`config.mk`:
```
export PLATFORM = sky130hd
export DESIGN_NAME = intctl_flat
export DESIGN_NICKNAME = d
export VERILOG_FILES = /design/src/rtl/intctl_if.sv /design/src/rtl/intctl.sv /design/src/flat_wrapper.sv
export SDC_FILE = /design/constraint.sdc
export NUM_CORES = 1
export LEC_CHECK = 0
export CAP_MARGIN = 20
export CORE_UTILIZATION = 55
export DETAILED_ROUTE_END_ITERATION = 7
export DONT_BUFFER_PORTS = 1
export PLACE_DENSITY_LB_ADDON = 0.3
export SYNTH_ARGS = -nofsm -noshare
export SYNTH_HDL_FRONTEND = slang
export SYNTH_SLANG_ARGS = --single-unit
```
`constraint.sdc`:
```
create_clock -name clk_ -period 3.4 [get_ports clk_]
set_clock_uncertainty 0.05 [all_clocks]
set_input_delay 0.34 -clock clk_ [delete_from_list [all_inputs] [get_ports clk_]]
set_output_delay 0.34 -clock clk_ [all_outputs]
set_load 0.03 [all_outputs]
```
`src/rtl/intctl_if.sv`:
```
// Core-side interface of the 8085 interrupt scheduler: SIM/EI/DI/boundary
// strobes from the control unit, request/vector/RIM data back to it.
interface intctl_if;
  logic        sim_wr;
  logic [7:0]  sim_dat;
  logic        ei_exec;
  logic        di_exec;
  logic        inst_end;
  logic        ack;
  logic        irq;
  logic [2:0]  isrc;
  logic [15:0] ivec;
  logic        inte;
  logic [7:0]  rim_dat;

  modport master (
    output sim_wr, sim_dat, ei_exec, di_exec, inst_end, ack,
    input  irq, isrc, ivec, inte, rim_dat
  );

  modport slave (
    input  sim_wr, sim_dat, ei_exec, di_exec, inst_end, ack,
    output irq, isrc, ivec, inte, rim_dat
  );
endinterface

```
`src/rtl/intctl.sv`:
```
// 8085 interrupt scheduler: pin synchronisers, TRAP/RST7.5 latches, SIM masks,
// IE flag, fixed-priority arbitration and request FSM, RIM byte and SOD.
module intctl_sync #(
  parameter int STAGES = 2
) (
  input  logic clk_,
  input  logic rst_,
  input  logic d,
  output logic q
);
  logic [STAGES-1:0] sh;

  always_ff @(posedge clk_ or posedge rst_)
    if (rst_) sh <= '0;
    else      sh <= {sh[STAGES-2:0], d};

  assign q = sh[STAGES-1];
endmodule

module intctl #(
  parameter int SYNC_STAGES = 2
) (
  input  logic        clk_,
  input  logic        rst_,
  input  logic        trap,
  input  logic        rst75,
  input  logic        rst65,
  input  logic        rst55,
  input  logic        intr,
  input  logic        sid,
  output logic        sod,
  intctl_if.slave     cif
);
  localparam int NPIN = 6;
  typedef enum logic [1:0] {IDLE, REQ, ACK} st_t;

  logic [NPIN-1:0] pin_a, pin_s;
  logic trap_s, rst75_s, rst65_s, rst55_s, intr_s, sid_s;
  logic trap_d, rst75_d, trap_rise, r75_rise;
  logic trap_lat, r75_lat;
  logic [2:0] mask;
  logic inte_q, ei_dly;
  logic sv_t, sv_75, sv_65, sv_55, sv_i, cur_sv, ack_v;
  logic [7:0] sv8;
  logic [2:0] win;
  st_t st, st_n;
  logic irq_q, irq_n;
  logic [2:0] isrc_q, isrc_n;
  logic [15:0] ivec_q, ivec_n;

  assign pin_a = {sid, intr, rst55, rst65, rst75, trap};

  intctl_sync #(.STAGES(SYNC_STAGES)) u_sync [NPIN-1:0] (
    .clk_(clk_), .rst_(rst_), .d(pin_a), .q(pin_s)
  );

  assign {sid_s, intr_s, rst55_s, rst65_s, rst75_s, trap_s} = pin_s;
  assign trap_rise = trap_s & ~trap_d;
  assign r75_rise  = rst75_s & ~rst75_d;
  assign ack_v     = cif.ack && (st == REQ);

  // Edge requests count as serviceable in the edge cycle itself so every
  // source reaches irq SYNC_STAGES+1 cycles after the pin moves.
  assign sv_t  = (trap_lat | trap_rise) & trap_s;
  assign sv_75 = (r75_lat | r75_rise) & ~mask[2] & inte_q;
  assign sv_65 = rst65_s & ~mask[1] & inte_q;
  assign sv_55 = rst55_s & ~mask[0] & inte_q;
  assign sv_i  = intr_s & inte_q;
  assign sv8   = {2'b00, sv_i, sv_55, sv_65, sv_75, sv_t, 1'b0};
  assign cur_sv = sv8[isrc_q];

  always_comb begin
    win = 3'd0;
    if      (sv_t)  win = 3'd1;
    else if (sv_75) win = 3'd2;
    else if (sv_65) win = 3'd3;
    else if (sv_55) win = 3'd4;
    else if (sv_i)  win = 3'd5;
  end

  function automatic logic [15:0] vec_of(input logic [2:0] s);
    case (s)
      3'd1:    vec_of = 16'h0024;
      3'd2:    vec_of = 16'h003C;
      3'd3:    vec_of = 16'h0034;
      3'd4:    vec_of = 16'h002C;
      default: vec_of = 16'h0000;
    endcase
  endfunction

  always_ff @(posedge clk_ or posedge rst_)
    if (rst_) begin
      trap_d   <= 1'b0;
      rst75_d  <= 1'b0;
      trap_lat <= 1'b0;
      r75_lat  <= 1'b0;
      mask     <= 3'b111;
      sod      <= 1'b0;
      inte_q   <= 1'b0;
      ei_dly   <= 1'b0;
    end else begin
      trap_d  <= trap_s;
      rst75_d <= rst75_s;
      if (trap_rise)                        trap_lat <= 1'b1;
      else if (ack_v && isrc_q == 3'd1)     trap_lat <= 1'b0;
      // A new RST7.5 edge beats a same-cycle SIM or ack clear.
      if (r75_rise)                         r75_lat <= 1'b1;
      else if ((cif.sim_wr && cif.sim_dat[4]) || (ack_v && isrc_q == 3'd2))
                                            r75_lat <= 1'b0;
      if (cif.sim_wr && cif.sim_dat[3]) mask <= cif.sim_dat[2:0];
      if (cif.sim_wr && cif.sim_dat[6]) sod  <= cif.sim_dat[7];
      if (cif.di_exec || ack_v) begin
        inte_q <= 1'b0;
        ei_dly <= 1'b0;
      end else if (cif.inst_end && ei_dly) begin
        inte_q <= 1'b1;
        ei_dly <= 1'b0;
      end else if (cif.ei_exec) begin
        ei_dly <= 1'b1;
      end
    end

  always_ff @(posedge clk_ or posedge rst_)
    if (rst_) begin
      st     <= IDLE;
      irq_q  <= 1'b0;
      isrc_q <= 3'd0;
      ivec_q <= 16'h0000;
    end else begin
      st     <= st_n;
      irq_q  <= irq_n;
      isrc_q <= isrc_n;
      ivec_q <= ivec_n;
    end

  always_comb begin
    st_n   = st;
    irq_n  = irq_q;
    isrc_n = isrc_q;
    ivec_n = ivec_q;
    case (st)
      IDLE: begin
        if (win != 3'd0) begin
          st_n   = REQ;
          irq_n  = 1'b1;
          isrc_n = win;
          ivec_n = vec_of(win);
        end else begin
          irq_n  = 1'b0;
          isrc_n = 3'd0;
          ivec_n = 16'h0000;
        end
      end
      REQ: begin
        if (cif.ack) begin
          st_n  = ACK;
          irq_n = 1'b0;
        end else if (win == 3'd0) begin
          st_n   = IDLE;
          irq_n  = 1'b0;
          isrc_n = 3'd0;
          ivec_n = 16'h0000;
        end else if (win < isrc_q || !cur_sv) begin
          // Preempt by a higher source, or fall back if ours went away.
          isrc_n = win;
          ivec_n = vec_of(win);
        end
      end
      ACK: begin
        st_n  = IDLE;
        irq_n = 1'b0;
      end
      default: st_n = IDLE;
    endcase
  end

  assign cif.irq     = irq_q;
  assign cif.isrc    = isrc_q;
  assign cif.ivec    = ivec_q;
  assign cif.inte    = inte_q;
  assign cif.rim_dat = {sid_s, r75_lat, rst65_s, rst55_s, inte_q, mask};
endmodule

```
`src/flat_wrapper.sv`:
```
// flat-port wrapper written by rule: the top's interface ports become plain ports
module intctl_flat 
#(
  parameter int SYNC_STAGES = 2
)
  (clk_, rst_, trap, rst75, rst65, rst55, intr, sid, sod, cif_sim_wr, cif_sim_dat, cif_ei_exec, cif_di_exec, cif_inst_end, cif_ack, cif_irq, cif_isrc, cif_ivec, cif_inte, cif_rim_dat);
  intctl_if cif_i ();
  input  logic clk_;
  input  logic rst_;
  input  logic trap;
  input  logic rst75;
  input  logic rst65;
  input  logic rst55;
  input  logic intr;
  input  logic sid;
  output logic sod;
  input wire logic [$bits(cif_i.sim_wr)-1:0] cif_sim_wr;
  input wire logic [$bits(cif_i.sim_dat)-1:0] cif_sim_dat;
  input wire logic [$bits(cif_i.ei_exec)-1:0] cif_ei_exec;
  input wire logic [$bits(cif_i.di_exec)-1:0] cif_di_exec;
  input wire logic [$bits(cif_i.inst_end)-1:0] cif_inst_end;
  input wire logic [$bits(cif_i.ack)-1:0] cif_ack;
  output wire logic [$bits(cif_i.irq)-1:0] cif_irq;
  output wire logic [$bits(cif_i.isrc)-1:0] cif_isrc;
  output wire logic [$bits(cif_i.ivec)-1:0] cif_ivec;
  output wire logic [$bits(cif_i.inte)-1:0] cif_inte;
  output wire logic [$bits(cif_i.rim_dat)-1:0] cif_rim_dat;
  assign cif_i.sim_wr = cif_sim_wr;
  assign cif_i.sim_dat = cif_sim_dat;
  assign cif_i.ei_exec = cif_ei_exec;
  assign cif_i.di_exec = cif_di_exec;
  assign cif_i.inst_end = cif_inst_end;
  assign cif_i.ack = cif_ack;
  assign cif_irq = cif_i.irq;
  assign cif_isrc = cif_i.isrc;
  assign cif_ivec = cif_i.ivec;
  assign cif_inte = cif_i.inte;
  assign cif_rim_dat = cif_i.rim_dat;
  intctl #(.SYNC_STAGES(SYNC_STAGES)) u_core (.clk_(clk_), .rst_(rst_), .trap(trap), .rst75(rst75), .rst65(rst65), .rst55(rst55), .intr(intr), .sid(sid), .sod(sod), .cif(cif_i));
endmodule
```
# Yosys cells after proc, flatten, opt, wreduce, memory -nomap -nowiden
# Cells that the tools add are included.
# op_classes
n_eq_ne,12
n_mux,35
magnitude_cmp,2
n_reduce_logical,23
n_bitwise,17
# ops
op,count
2-to-1 mux 16 bit,4
case mux 16 bit (2 select lines),1
2-to-1 mux 3 bit,9
case mux 6 bit (4 select lines),1
2-to-1 mux 1 bit,13
AND 1 bit,10
== test 3 x 2 -> 1 bit (second input constant),3
nonzero test 3 bit,3
nonzero test 2 bit,4
logical AND 1 bit,7
== test 3 x 1 -> 1 bit (second input constant),2
2-to-1 mux 2 bit,3
inequality test 3 bit (second input constant),2
case mux 3 bit (2 select lines),1
inverter 1 bit,5
< comparator 3 x 4 -> 1 bit (second input constant),1
case mux 2 bit (2 select lines),1
AND reduction 2 bit,2
binary-select mux 1 bit (select 3 bit),1
== test 3 bit (second input constant),1
logical NOT 3 bit,1
logical OR 1 bit,3
< comparator 3 bit,1
case mux 1 bit (3 select lines),1
8 further kinds,9
# word_totals
ff_bits,44
output_inout_bits,30
input_bits,21

# Logic depth before layout (Yosys ltp)
# Gate-level depths: netlist (run 1).
# depth
depth_word,13
depth_mapped,11
ltp_nobuf,11

# Cells and area by module
# A second synthesis (run 1) with hierarchy kept.
# hier_totals
hier_cells,137
area_unflattened_um2,1529.0
# modules_own_cells
module,area_each_um2,instances,cells_each
intctl,1206.2,1,119
intctl_sync,53.8,6,3

# Least setup slack after synthesis (run 1)
# Ideal clock, no wire load.
# synth_path
kind,register -> register
start,"register u_core.inte_q, in the netlist u_core.cif.inte"
end,"register u_core.ivec_q[3], in the netlist u_core.cif.ivec[3]"
path_stages_with_launch,11
period_less_slack_ns,2.671
slack_ns,0.729
required_ns,3.225
setup_ns,0.125
arrival_time_ns,2.496
cell_sequence,dfrtp_1 -> and2b_1 -> o21ai_2 -> and2_2 -> nor2_1 -> ha_1 -> o21a_1 -> o22ai_1 -> a31oi_2 -> a41oi_4 -> mux2_4
# synth_via
elab_chain_cells,12
elab_cells_between_ends,28
# synth_rtl
item,line_no,source
"start, declared",intctl.sv:42,"logic inte_q, ei_dly;"
"start signal, assigned",intctl.sv:99,inte_q <= 1'b0;
"start signal, assigned",intctl.sv:113,inte_q <= 1'b0;
"start signal, assigned",intctl.sv:116,inte_q <= 1'b1;
AND 1 bit,intctl.sv:68,assign sv_i = intr_s & inte_q;
2-to-1 mux 3 bit,intctl.sv:78,else if (sv_i) win = 3'd5;
2-to-1 mux 3 bit,intctl.sv:77,else if (sv_55) win = 3'd4;
2-to-1 mux 3 bit,intctl.sv:76,else if (sv_65) win = 3'd3;
2-to-1 mux 3 bit,intctl.sv:75,else if (sv_75) win = 3'd2;
2-to-1 mux 3 bit,intctl.sv:74,if (sv_t) win = 3'd1;
"== test 3 bit, or another cell as far along",intctl.sv:82,case (s)
case mux 6 bit (4 select lines),intctl.sv:82,
2-to-1 mux 16 bit,intctl.sv:163,end else if (win < isrc_q || !cur_sv) begin
2-to-1 mux 16 bit,intctl.sv:158,end else if (win == 3'd0) begin
2-to-1 mux 16 bit,intctl.sv:155,if (cif.ack) begin
case mux 16 bit (2 select lines),intctl.sv:141,case (st)
"end signal, assigned",intctl.sv:133,ivec_q <= ivec_n;
"end, declared",intctl.sv:49,"logic [15:0] ivec_q, ivec_n;"
# Several ways; a longest one is shown, not always the timed one. The select of a mux whose other input is x is not followed.
# A chain may end at the register's enable or synchronous reset.

# Final worst setup path (run 1)
# layout_path
start,register u_core.mask[2]
end,"register u_core.isrc_q[1], in the netlist u_core.cif.isrc[1]"
# layout_via
elab_chain_cells,9
elab_cells_between_ends,19
# layout_rtl
item,line_no,source
"start, declared",intctl.sv:41,logic [2:0] mask;
"start signal, assigned",intctl.sv:110,if (cif.sim_wr && cif.sim_dat[3]) mask <= cif.sim_dat[2:0];
inverter 1 bit (*),intctl.sv:65,assign sv_75 = (r75_lat | r75_rise) & ~mask[2] & inte_q;
AND 1 bit (*) (2 in series),intctl.sv:65,
2-to-1 mux 3 bit / binary-select mux 1 bit (select 3 bit) (equally long branches),"intctl.sv:75, intctl.sv:70",
2-to-1 mux 3 bit / 2-to-1 mux 1 bit (equally long branches),"intctl.sv:74, intctl.sv:70",
"< comparator 3 bit, or another cell as far along",intctl.sv:163,
logical OR 1 bit / 2-to-1 mux 3 bit (equally long branches),"intctl.sv:163, intctl.sv:158",
inequality test 3 bit (no source line) / 2-to-1 mux 3 bit (equally long branches),n/a,
AND reduction 3 bit (no source line) / case mux 3 bit (2 select lines) (equally long branches),n/a,
"end signal, assigned",intctl.sv:132,isrc_q <= isrc_n;
"end, declared",intctl.sv:48,"logic [2:0] isrc_q, isrc_n;"
# Every way passes the cells marked *; elsewhere a longest branch is shown, timed or not. The select of a mux whose other input is x is not followed.

==> flow_metrics.tcl, run 1 <==
set metrics [dict create \
    place_congestion 0.914 \
    hold_viol_final 0 \
    async_flop_share_pct 100 \
    min_path_cells 1 \
    path_cells "and2b_1, o21ai_2, and2_2, nand2_1, nor2_1, ha_1, o21a_1, o22ai_1, a31oi_2, a41oi_4, mux2_4" \
    port_buffers 0 \
    syn_area_um2 1520 \
    min_from "cif_sim_dat[7]" \
    stdcell_count 174 \
    area_growth_pct 10.1 \
    worstPathRequired_ns 3.58 \
    fin_crit_sh_pct 86.4 \
    grt_overflow 0 \
    track_usage_pct 21.6 \
    cap_violations 0 \
    synth_edf_count 0 \
    max_freq_mhz 341 \
    cts_inserted_buffers 5 \
    post_route_cells_drive_above_1_share_pct 20.8 \
    cp_slowest_cell "dfstp_2" \
    critPathLaunch "u_core.mask[2]" \
    status "complete, no violations" \
    cts_tree "yes" \
    r2r_end "u_core.cif.isrc[1]" \
    min_path_type "in2reg" \
    final_nets 169 \
    dieWidth_um 54.6 \
    clk_pin_slew_worst_paths_ns 0.10 \
    yosys-top-cells-area "dfrtp_1 (46%), buf_4 (8.9%), dfstp_2 (5.2%)" \
    final_util_pct 65.8 \
    post-route-drc-count 0 \
    relSlewSlack_pct 57.2 \
    clockBufferDepth 2 \
    fin_crit_ns 2.94 \
    whs_ns 0.0979 \
    synth_top_area_share_pct 46.1 \
    die_y_um 54.6 \
    cellPowerDensity_nw_per_um2 786 \
    yosysTopAreaCell "dfrtp_1" \
    leakage_nw 0.769 \
    start_kind "flip-flop" \
    cts_root_buffer "clkbuf_4" \
    cpPeakStageDelay_ns 0.64 \
    fp.dieArea_um2 2980 \
    crit_type "reg2reg" \
    post_cts_buffers 0 \
    placed_cells 159 \
    htree_levels 2 \
    ant_nets 0 \
    worstMarginPinSlew_ns 0.641 \
    antenna_found_initial 0 \
    yosys_warnings 0 \
    timing.rr.start "u_core.mask[2]" \
    dr.pass1.iters 4 \
    grt_max_degree 18 \
    rr_worst_depth 11 \
    grt_pass1_vias 931 \
    rrSetupSlack_ns 0.46 \
    synth-seq-area-share_pct 51.3 \
    grt_pass1_wl_um 4220 \
    vias_per_cell 5.49 \
    synth_ff_type "dfrtp_1" \
    drt_iter0_markers 11 \
    start_util_pct 59.7 \
    setup_tns_ns 0 \
    whs_endpoint "u_core.sod" \
    fillers 198 \
    path_max_fanout 6 \
    synth.avg_cell_area_um2 11.3 \
    core_area_um2 2540 \
    rsz0062_at_grt "no" \
    ys_ff_latch 31 \
    pin_count 51 \
    num_rows 18 \
    wire_per_inst_um 15.0 \
    cp.arrival_ns 3.12 \
    insertion_delay_ns 0.33 \
    fin_ws_ns 0.464 \
    clock-sinks 31 \
    via_count 956 \
    maxSlewViolCount 0 \
    wirelength_um 2600 \
    crit_path_end_kind "flip-flop" \
    num_antenna_cells 0 \
    setup_violations 0 \
    crit_buf_inv 0 \
    synth_cells 134 \
    dp_hpwl_um 1970 \
    vdd_drop_max_mv 0.604 \
    ys_types 36 \
    dp_slack_ns 0.492 \
    path_delay_family "compound AO/OA/AOI/OAI gates" \
]
## metrics by stage
| stage | total power, mW | instance area [um2] |
|---|---|---|
| finish | 1.32 | 1670 |
| global route | 1.39 | 1670 |
| CTS | 1.33 | 1670 |
| detailed placement | 0.954 | 1500 |
| global placement | 0.930 | 1470 |
| floorplan | 0.906 | 1560 |
## what timing repair did
action	CTS	global route
hold buffers	7	0
endpoints found under the hold margin	20	0
resized for setup	0	0
endpoints found under the setup margin	0	0
## where the power goes
group	internal [mW]	switching [mW]
registers	0.434	0.141
clock network	0.229	0.133
logic	0.167	0.213
total	0.830	0.487
## synthesized netlist by cell type (all sizes together) (2+ instances only)
master	count
a31oi	2
and2b	2
nor2	8
ha	5
inv	11
mux2	9
o21ai	8
dfstp	3
o22ai	2
mux2i	2
nand3b	2
nand2b	2
nand3	3
buf	18
a21oi	7
nand2	9
o21a	2
dfrtp	28
## cell usage in the layout, fill, tap and decap left out, types with 2 or more instances in the layout
master,instances
o22ai_1,2
o21a_1,2
conb_1,12
a21oi_1,6
inv_1,11
ha_1,5
nor2_1,8
mux2i_1,2
o21ai_2,2
nand2b_1,2
nand2_1,9
and2b_1,2
dfrtp_1,28
mux2_2,4
o21ai_1,5
bufinv_16,2
dfstp_2,3
mux2_4,5
clkbuf_4,5
nand3_1,2
dlygate4sd3_1,7
## worst max path at each step
stage / end / slack (ns) / cells past startpoint
6_report: u_core.cif.isrc[1] / 0.46 / 11
5_1_grt: u_core.cif.isrc[1] / 0.31 / 11
4_1_cts: u_core.cif.isrc[1] / 0.46 / 11
3_5_place_dp: u_core.cif.isrc[1] / 0.49 / 11
3_3_place_gp: u_core.cif.ivec[3] / 0.57 / 11
2_1_floorplan: u_core.cif.ivec[3] / 0.73 / 10
## worst register-to-register path, cell delays in order (launching register included)
cell and delay, ns:
dfstp_2 0.64, and2b_1 0.22, o21ai_2 0.11, and2_2 0.23
nand2_1 0.06, nor2_1 0.18, ha_1 0.27, o21a_1 0.11
o22ai_1 0.18, a31oi_2 0.08, a41oi_4 0.37, mux2_4 0.34
## flip-flops by register name, summed over array words and instances (netlist names)
register,count
u_core.ei_dly,1
u_core.cif.inte,1
u_core.mask,3
u_core.cif.isrc,3
u_core.trap_lat,1
u_core.st,2
u_core.sod,1
u_core.cif.irq,1
u_core.r75_lat,1
u_core.trap_d,1
u_core.u_sync.sh,12
u_core.cif.ivec,3
u_core.rst75_d,1
## kinds of logic (layout without fill, tap and decap cells)
kind of cell	count (synthesis)	after routing	share of synthesized area, %
adders and majority gates	5	5	4.12
muxes	11	11	9.22
DFF	31	31	51.3
AOI/OAI and AO/OA	26	26	12.8
buffers and inverters	29	28	11.6
other	1	12	0.247
and+or+nand+nor	31	31	10.8
## layer usage
metal | vias up | wire, um | part of all wire, % | track usage (%)
li1 | 446 | - | - | -
met1 | 459 | 1060 | 41 | 26.4
met2 | 45 | 1300 | 50 | 31.9
met3 | 6 | 200 | 7.7 | 10.6
met4 | 0 | 38 | 1.5 | 10.3
met5 | - | 0 | 0 | 0
## cell type report
cell class	count	area, um2	share of cell area, %
well taps	30	37.5	2.24
repair buffers	9	105	6.28
multi-input cells	85	606	36.2
clock buffers	5	37.5	2.24
clock inverters	3	67.6	4.04
inverters	11	41.3	2.47
flip-flops and latches	31	779	46.6
Note: power is estimated with default switching activity, not from simulation.
==> run 2, diff against run 1 <==
==> constraint.sdc (replaced) <==
create_clock -name clk_ -period 3.7 [get_ports clk_]
set_clock_uncertainty 0.05 [all_clocks]
set_input_delay 0.37 -clock clk_ [delete_from_list [all_inputs] [get_ports clk_]]
set_output_delay 0.37 -clock clk_ [all_outputs]
set_load 0.03 [all_outputs]
==> run 2 against run 1 <==
Effect of this change: final area did not move; register-to-register slack better by 0.33 ns; clock power is 8.6% lower; via count up 0.31%; largest power group unchanged; sequential share of layout area stayed put; highest routed layer unchanged; critical path type unchanged; non-clock buffer count unchanged; global-route usage fell by 0.96 points; hold slack improved by 0.034 ns; flip-flop and latch count did not move.
==> flow_metrics.tcl, run 2 (same netlist as run 1, synthesis figures left out) <==
set metrics [dict create \
    final_common_cell "dfrtp_1" \
    maxSlewViolCount 0 \
    dieWidth_um 54.6 \
    clock-sinks 31 \
    layout_common_cells "dfrtp_1 (28), conb_1 (12), inv_1 (11), nand2_1 (9), nor2_1 (8)" \
    antenna_found_initial 0 \
    post_cts_buffers 0 \
    holdBufCountCts 7 \
    vdd_drop_max_mv 0.469 \
    crit_type "reg2reg" \
    status "complete, no violations" \
    rr_worst_depth 11 \
    wire_per_inst_um 14.6 \
    min_from "cif_sim_dat[7]" \
    p_clk_share_pct 27.3 \
    grt_overflow 0 \
    drt_iter0_markers 15 \
    p_seq_share_pct 43.7 \
    p_sw_share_pct 36.8 \
    grt_pass1_vias 930 \
    clockBufferDepth 2 \
    start_kind "flip-flop" \
    fin_crit_ns 2.91 \
    cts_root_buffer "clkbuf_4" \
    worstPathRequired_ns 3.87 \
    fp.dieArea_um2 2980 \
    core_area_um2 2540 \
    dr.pass1.iters 4 \
    finalPower_mw 1.21 \
    htree_levels 2 \
    num_rows 18 \
    r2r_end "u_core.cif.isrc[1]" \
    cts_inserted_buffers 5 \
    final_nets 169 \
    post-route-drc-count 0 \
    min_path_type "in2reg" \
    vias_per_cell 5.51 \
    rsz0062_at_grt "no" \
    post_route_cells_drive_above_1_share_pct 20.8 \
    leakage_nw 0.769 \
    cp.arrival_ns 3.08 \
    grt_pass1_wl_um 4080 \
    timing.rr.start "u_core.mask[2]" \
    final_util_pct 65.8 \
    whs_endpoint "u_core.sod" \
    p_int_uw 762 \
    min_path_cells 1 \
    crit_path_end_kind "flip-flop" \
    grt_max_degree 18 \
    port_buffers 0 \
    hold_viol_final 0 \
    worstMarginPinSlew_ns 0.641 \
    dp_hpwl_um 1960 \
    cap_violations 0 \
    fillers 183 \
    insertion_delay_ns 0.33 \
    setup_tns_ns 0 \
    dp_slack_ns 0.810 \
    die_y_um 54.6 \
    max_freq_mhz 344 \
    via_count 959 \
    regMostFlops "u_core.u_sync.sh" \
    cts-resized-gates 0 \
    start_util_pct 59.7 \
    area_growth_pct 10.1 \
    fin_crit_sh_pct 78.5 \
    wirelength_um 2540 \
    combPwrFrac_pct 29.0 \
    setup_violations 0 \
    fin_ws_ns 0.794 \
    stdcell_area_um2 1670 \
    cellPowerDensity_nw_per_um2 721 \
    path_max_fanout 6 \
    num_antenna_cells 0 \
    cts_tree "yes" \
    largest_register_ffs 12 \
    rrSetupSlack_ns 0.79 \
    pin_count 51 \
    track_usage_pct 20.7 \
    relSlewSlack_pct 57.2 \
    clk_pin_slew_worst_paths_ns 0.10 \
    place_congestion 0.914 \
    ant_nets 0 \
    p_sw_uw 444 \
    placed_area_um2 1500 \
]
run 2: worst max-delay path, stage by stage, from the launching register on:
cell,delay [ns]
dfstp_2,0.64
and2b_1,0.22
o21ai_2,0.11
and2_2,0.24
nand2_1,0.06
nor2_1,0.16
ha_1,0.26
o21a_1,0.11
o22ai_1,0.17
a31oi_2,0.08
a41oi_4,0.37
mux2_4,0.34
run 2: layout make-up:
type / count / area [um2] / share of cell area [%]
multi-input cells: 85 / 606 / 36.2
repair buffers: 9 / 105 / 6.28
inverters: 11 / 41.3 / 2.47
clock buffers: 5 / 37.5 / 2.24
flip-flops and latches: 31 / 779 / 46.6
well taps: 30 / 37.5 / 2.24
clock inverters: 3 / 67.6 / 4.04
run 2: worst max-delay path by stage:
stage / from / to / cells past startpoint
3_5_place_dp: u_core.mask[2] / u_core.cif.isrc[1] / 11
5_1_grt: u_core.mask[2] / u_core.cif.ivec[3] / 11
6_report: u_core.mask[2] / u_core.cif.isrc[1] / 11
4_1_cts: u_core.mask[2] / u_core.cif.isrc[1] / 11
2_1_floorplan: u_core.cif.inte / u_core.cif.ivec[3] / 10
3_3_place_gp: u_core.mask[2] / u_core.cif.ivec[3] / 11
run 2: power groups by stage:
stage | registers (mW) | clock network (mW) | logic, mW
2_1_floorplan | 0.505 | 0 | 0.328
3_3_place_gp | 0.532 | 0 | 0.323
3_5_place_dp | 0.535 | 0 | 0.340
4_1_cts | 0.528 | 0.337 | 0.348
5_1_grt | 0.537 | 0.351 | 0.386
6_report | 0.528 | 0.330 | 0.350
run 2: metrics by stage:
stage                     cells  hold slack (ns)
after floorplan             145            0.281
after global routing        174            0.104
final                       174            0.132
after global placement      158            0.282
after CTS                   174            0.112
after detailed placement    159            0.288
run 2: routing by layer:
metal	global-route usage [%]	vias to the layer above	part of all wire [%]
li1	-	448	-
met1	24.2	450	40
met2	31.1	57	49
met3	10.6	4	9.6
met4	10.3	0	1.3
met5	0	-	0
==> run 3, diff against run 2 <==
==> constraint.sdc (replaced) <==
create_clock -name clk_ -period 3.03 [get_ports clk_]
set_clock_uncertainty 0.05 [all_clocks]
set_input_delay 0.303 -clock clk_ [delete_from_list [all_inputs] [get_ports clk_]]
set_output_delay 0.303 -clock clk_ [all_outputs]
set_load 0.03 [all_outputs]
==> run 3 against run 2 <==
Effect of this change: highest routed layer unchanged; worst setup slack got worse by 0.51 ns; cell count rose by 1.1%; sequential power rose by 21%; hold slack got worse by 0.067 ns; critical endpoint is now u_core.cif.ivec[2].
==> flow_metrics.tcl, run 3 (same netlist as run 1, synthesis figures left out) <==
set metrics [dict create \
    status "complete, no violations" \
    rsz0062_at_grt "no" \
    hold_viol_final 0 \
    combPwrFrac_pct 33.5 \
    whs_endpoint "u_core.mask[0]" \
    layout_common_cells "dfrtp_1 (28), conb_1 (12), inv_1 (11), nand2_1 (9), nor2_1 (8)" \
    cp_slowest_cell "dfstp_2" \
    port_buffers 0 \
    rr_worst_depth 11 \
    vdd_drop_max_mv 0.535 \
    insertion_delay_ns 0.33 \
    p_sw_share_pct 41.6 \
    cts_tree "yes" \
    post_route_cells_drive_above_1_share_pct 21.9 \
    dr.pass1.iters 4 \
    dieWidth_um 54.6 \
    drt_iter0_markers 7 \
    path_delay_family "compound AO/OA/AOI/OAI gates" \
    cp.arrival_ns 2.92 \
    final_nets 171 \
    start_util_pct 59.7 \
    clock-sinks 31 \
    wirelength_um 2540 \
    num_antenna_cells 0 \
    placed_area_um2 1490 \
    cpPeakStageDelay_ns 0.54 \
    setup_tns_ns 0 \
    core_area_um2 2540 \
    whs_ns 0.0654 \
    dp_hpwl_um 1950 \
    cts-resized-gates 0 \
    clk_pin_slew_worst_paths_ns 0.10 \
    p_int_uw 766 \
    dp_slack_ns 0.302 \
    p_seq_share_pct 48.6 \
    num_rows 18 \
    fin_crit_sh_pct 90.8 \
    largest_register_ffs 12 \
    leakage_nw 0.754 \
    htree_levels 2 \
    antenna_found_initial 0 \
    area_growth_pct 7.98 \
    min_path_type "in2reg" \
    clockBufferDepth 2 \
    track_usage_pct 20.1 \
    stdcell_area_um2 1640 \
    path_max_fanout 6 \
    rrSetupSlack_ns 0.28 \
    via_count 962 \
    crit_path_end_kind "flip-flop" \
    fin_ws_ns 0.280 \
    die_y_um 54.6 \
    path_cells "and2b_1, o21ai_2, and2_2, nand2_1, nor2_1, ha_1, o21a_1, o22ai_1, a31oi_2, a41oi_4, mux2_4" \
    maxSlewViolCount 0 \
    place_congestion 0.861 \
    final_common_cell "dfrtp_1" \
    post-route-drc-count 0 \
    ant_nets 0 \
    crit_buf_inv 0 \
    r2r_end "u_core.cif.ivec[2]" \
    start_kind "flip-flop" \
    grt_pass1_vias 930 \
    worstMarginPinSlew_ns 0.598 \
    grt_overflow 0 \
    grt_pass1_wl_um 3970 \
    p_sw_uw 546 \
    worstPathRequired_ns 3.20 \
    fillers 208 \
    regMostFlops "u_core.u_sync.sh" \
    wire_per_inst_um 14.4 \
    cellPowerDensity_nw_per_um2 799 \
    min_path_cells 1 \
    crit_type "reg2reg" \
    min_from "cif_sim_dat[0]" \
    max_freq_mhz 364 \
    holdBufCountCts 6 \
    p_clk_share_pct 17.9 \
    cts_inserted_buffers 5 \
    post_cts_buffers 0 \
    setup_violations 0 \
    fp.dieArea_um2 2980 \
    fin_crit_ns 2.75 \
    relSlewSlack_pct 60.1 \
    timing.rr.start "u_core.mask[2]" \
    cts_root_buffer "clkbuf_4" \
    grt_max_degree 32 \
    cap_violations 0 \
    vias_per_cell 5.47 \
    pin_count 51 \
]
run 3: cell types whose count changed in the layout (fill, tap and decap cells not counted):
cell,change
buf_4,+2
bufinv_16,-2
clkinv_2,+1
clkinvlp_4,+1
run 3: power groups by stage:
| stage | sequential, mW | clock, mW | combinational, mW |
|---|---|---|---|
| 6_report | 0.637 | 0.235 | 0.440 |
| 5_1_grt | 0.652 | 0.259 | 0.481 |
| 4_1_cts | 0.638 | 0.245 | 0.434 |
| 3_5_place_dp | 0.646 | 0 | 0.427 |
| 3_3_place_gp | 0.643 | 0 | 0.407 |
| 2_1_floorplan | 0.616 | 0 | 0.401 |
run 3: area by class of cell:
type	instances	area, um2	area share [%]
Sequential cell	31	779	47.5
Multi-Input combinational cell	85	606	36.9
Timing Repair Buffer	11	120	7.32
Inverter	11	41.3	2.52
Clock buffer	5	37.5	2.29
Tap cell	30	37.5	2.29
Clock inverter	3	20.0	1.22
run 3: how the worst max path moves through the flow:
stage / from / endpoint / cells past startpoint
2_1_floorplan: u_core.cif.inte / u_core.cif.ivec[3] / 10
3_3_place_gp: u_core.mask[2] / u_core.cif.ivec[3] / 11
3_5_place_dp: u_core.mask[2] / u_core.cif.ivec[2] / 11
4_1_cts: u_core.r75_lat / u_core.cif.ivec[4] / 10
5_1_grt: u_core.r75_lat / u_core.cif.ivec[2] / 10
6_report: u_core.mask[2] / u_core.cif.ivec[2] / 11
run 3: through the flow:
step	util (%)	power, mW	cells
after global placement	58.4	1.05	160
after floorplan	-	1.02	145
final	64.5	1.31	176
after detailed placement	58.4	1.07	160
after global routing	64.5	1.39	176
after CTS	63.0	1.32	174
run 3: metal layers:
layer	vias up	global-route usage [%]	share of wire, %
met3	7	7.78	7.1
met1	460	22.9	41
li1	451	-	-
met5	-	0	0
met4	0	10.3	2.0
met2	44	32.7	50
run 3: worst reg2reg max path: stages (launching register included):
cell and delay [ns]:
dfstp_2 0.54, and2b_1 0.18, o21ai_2 0.10, and2_2 0.24
nand2_1 0.06, nor2_1 0.15, ha_1 0.25, o21a_1 0.11
o22ai_1 0.16, a31oi_2 0.07, a41oi_4 0.38, mux2_4 0.34
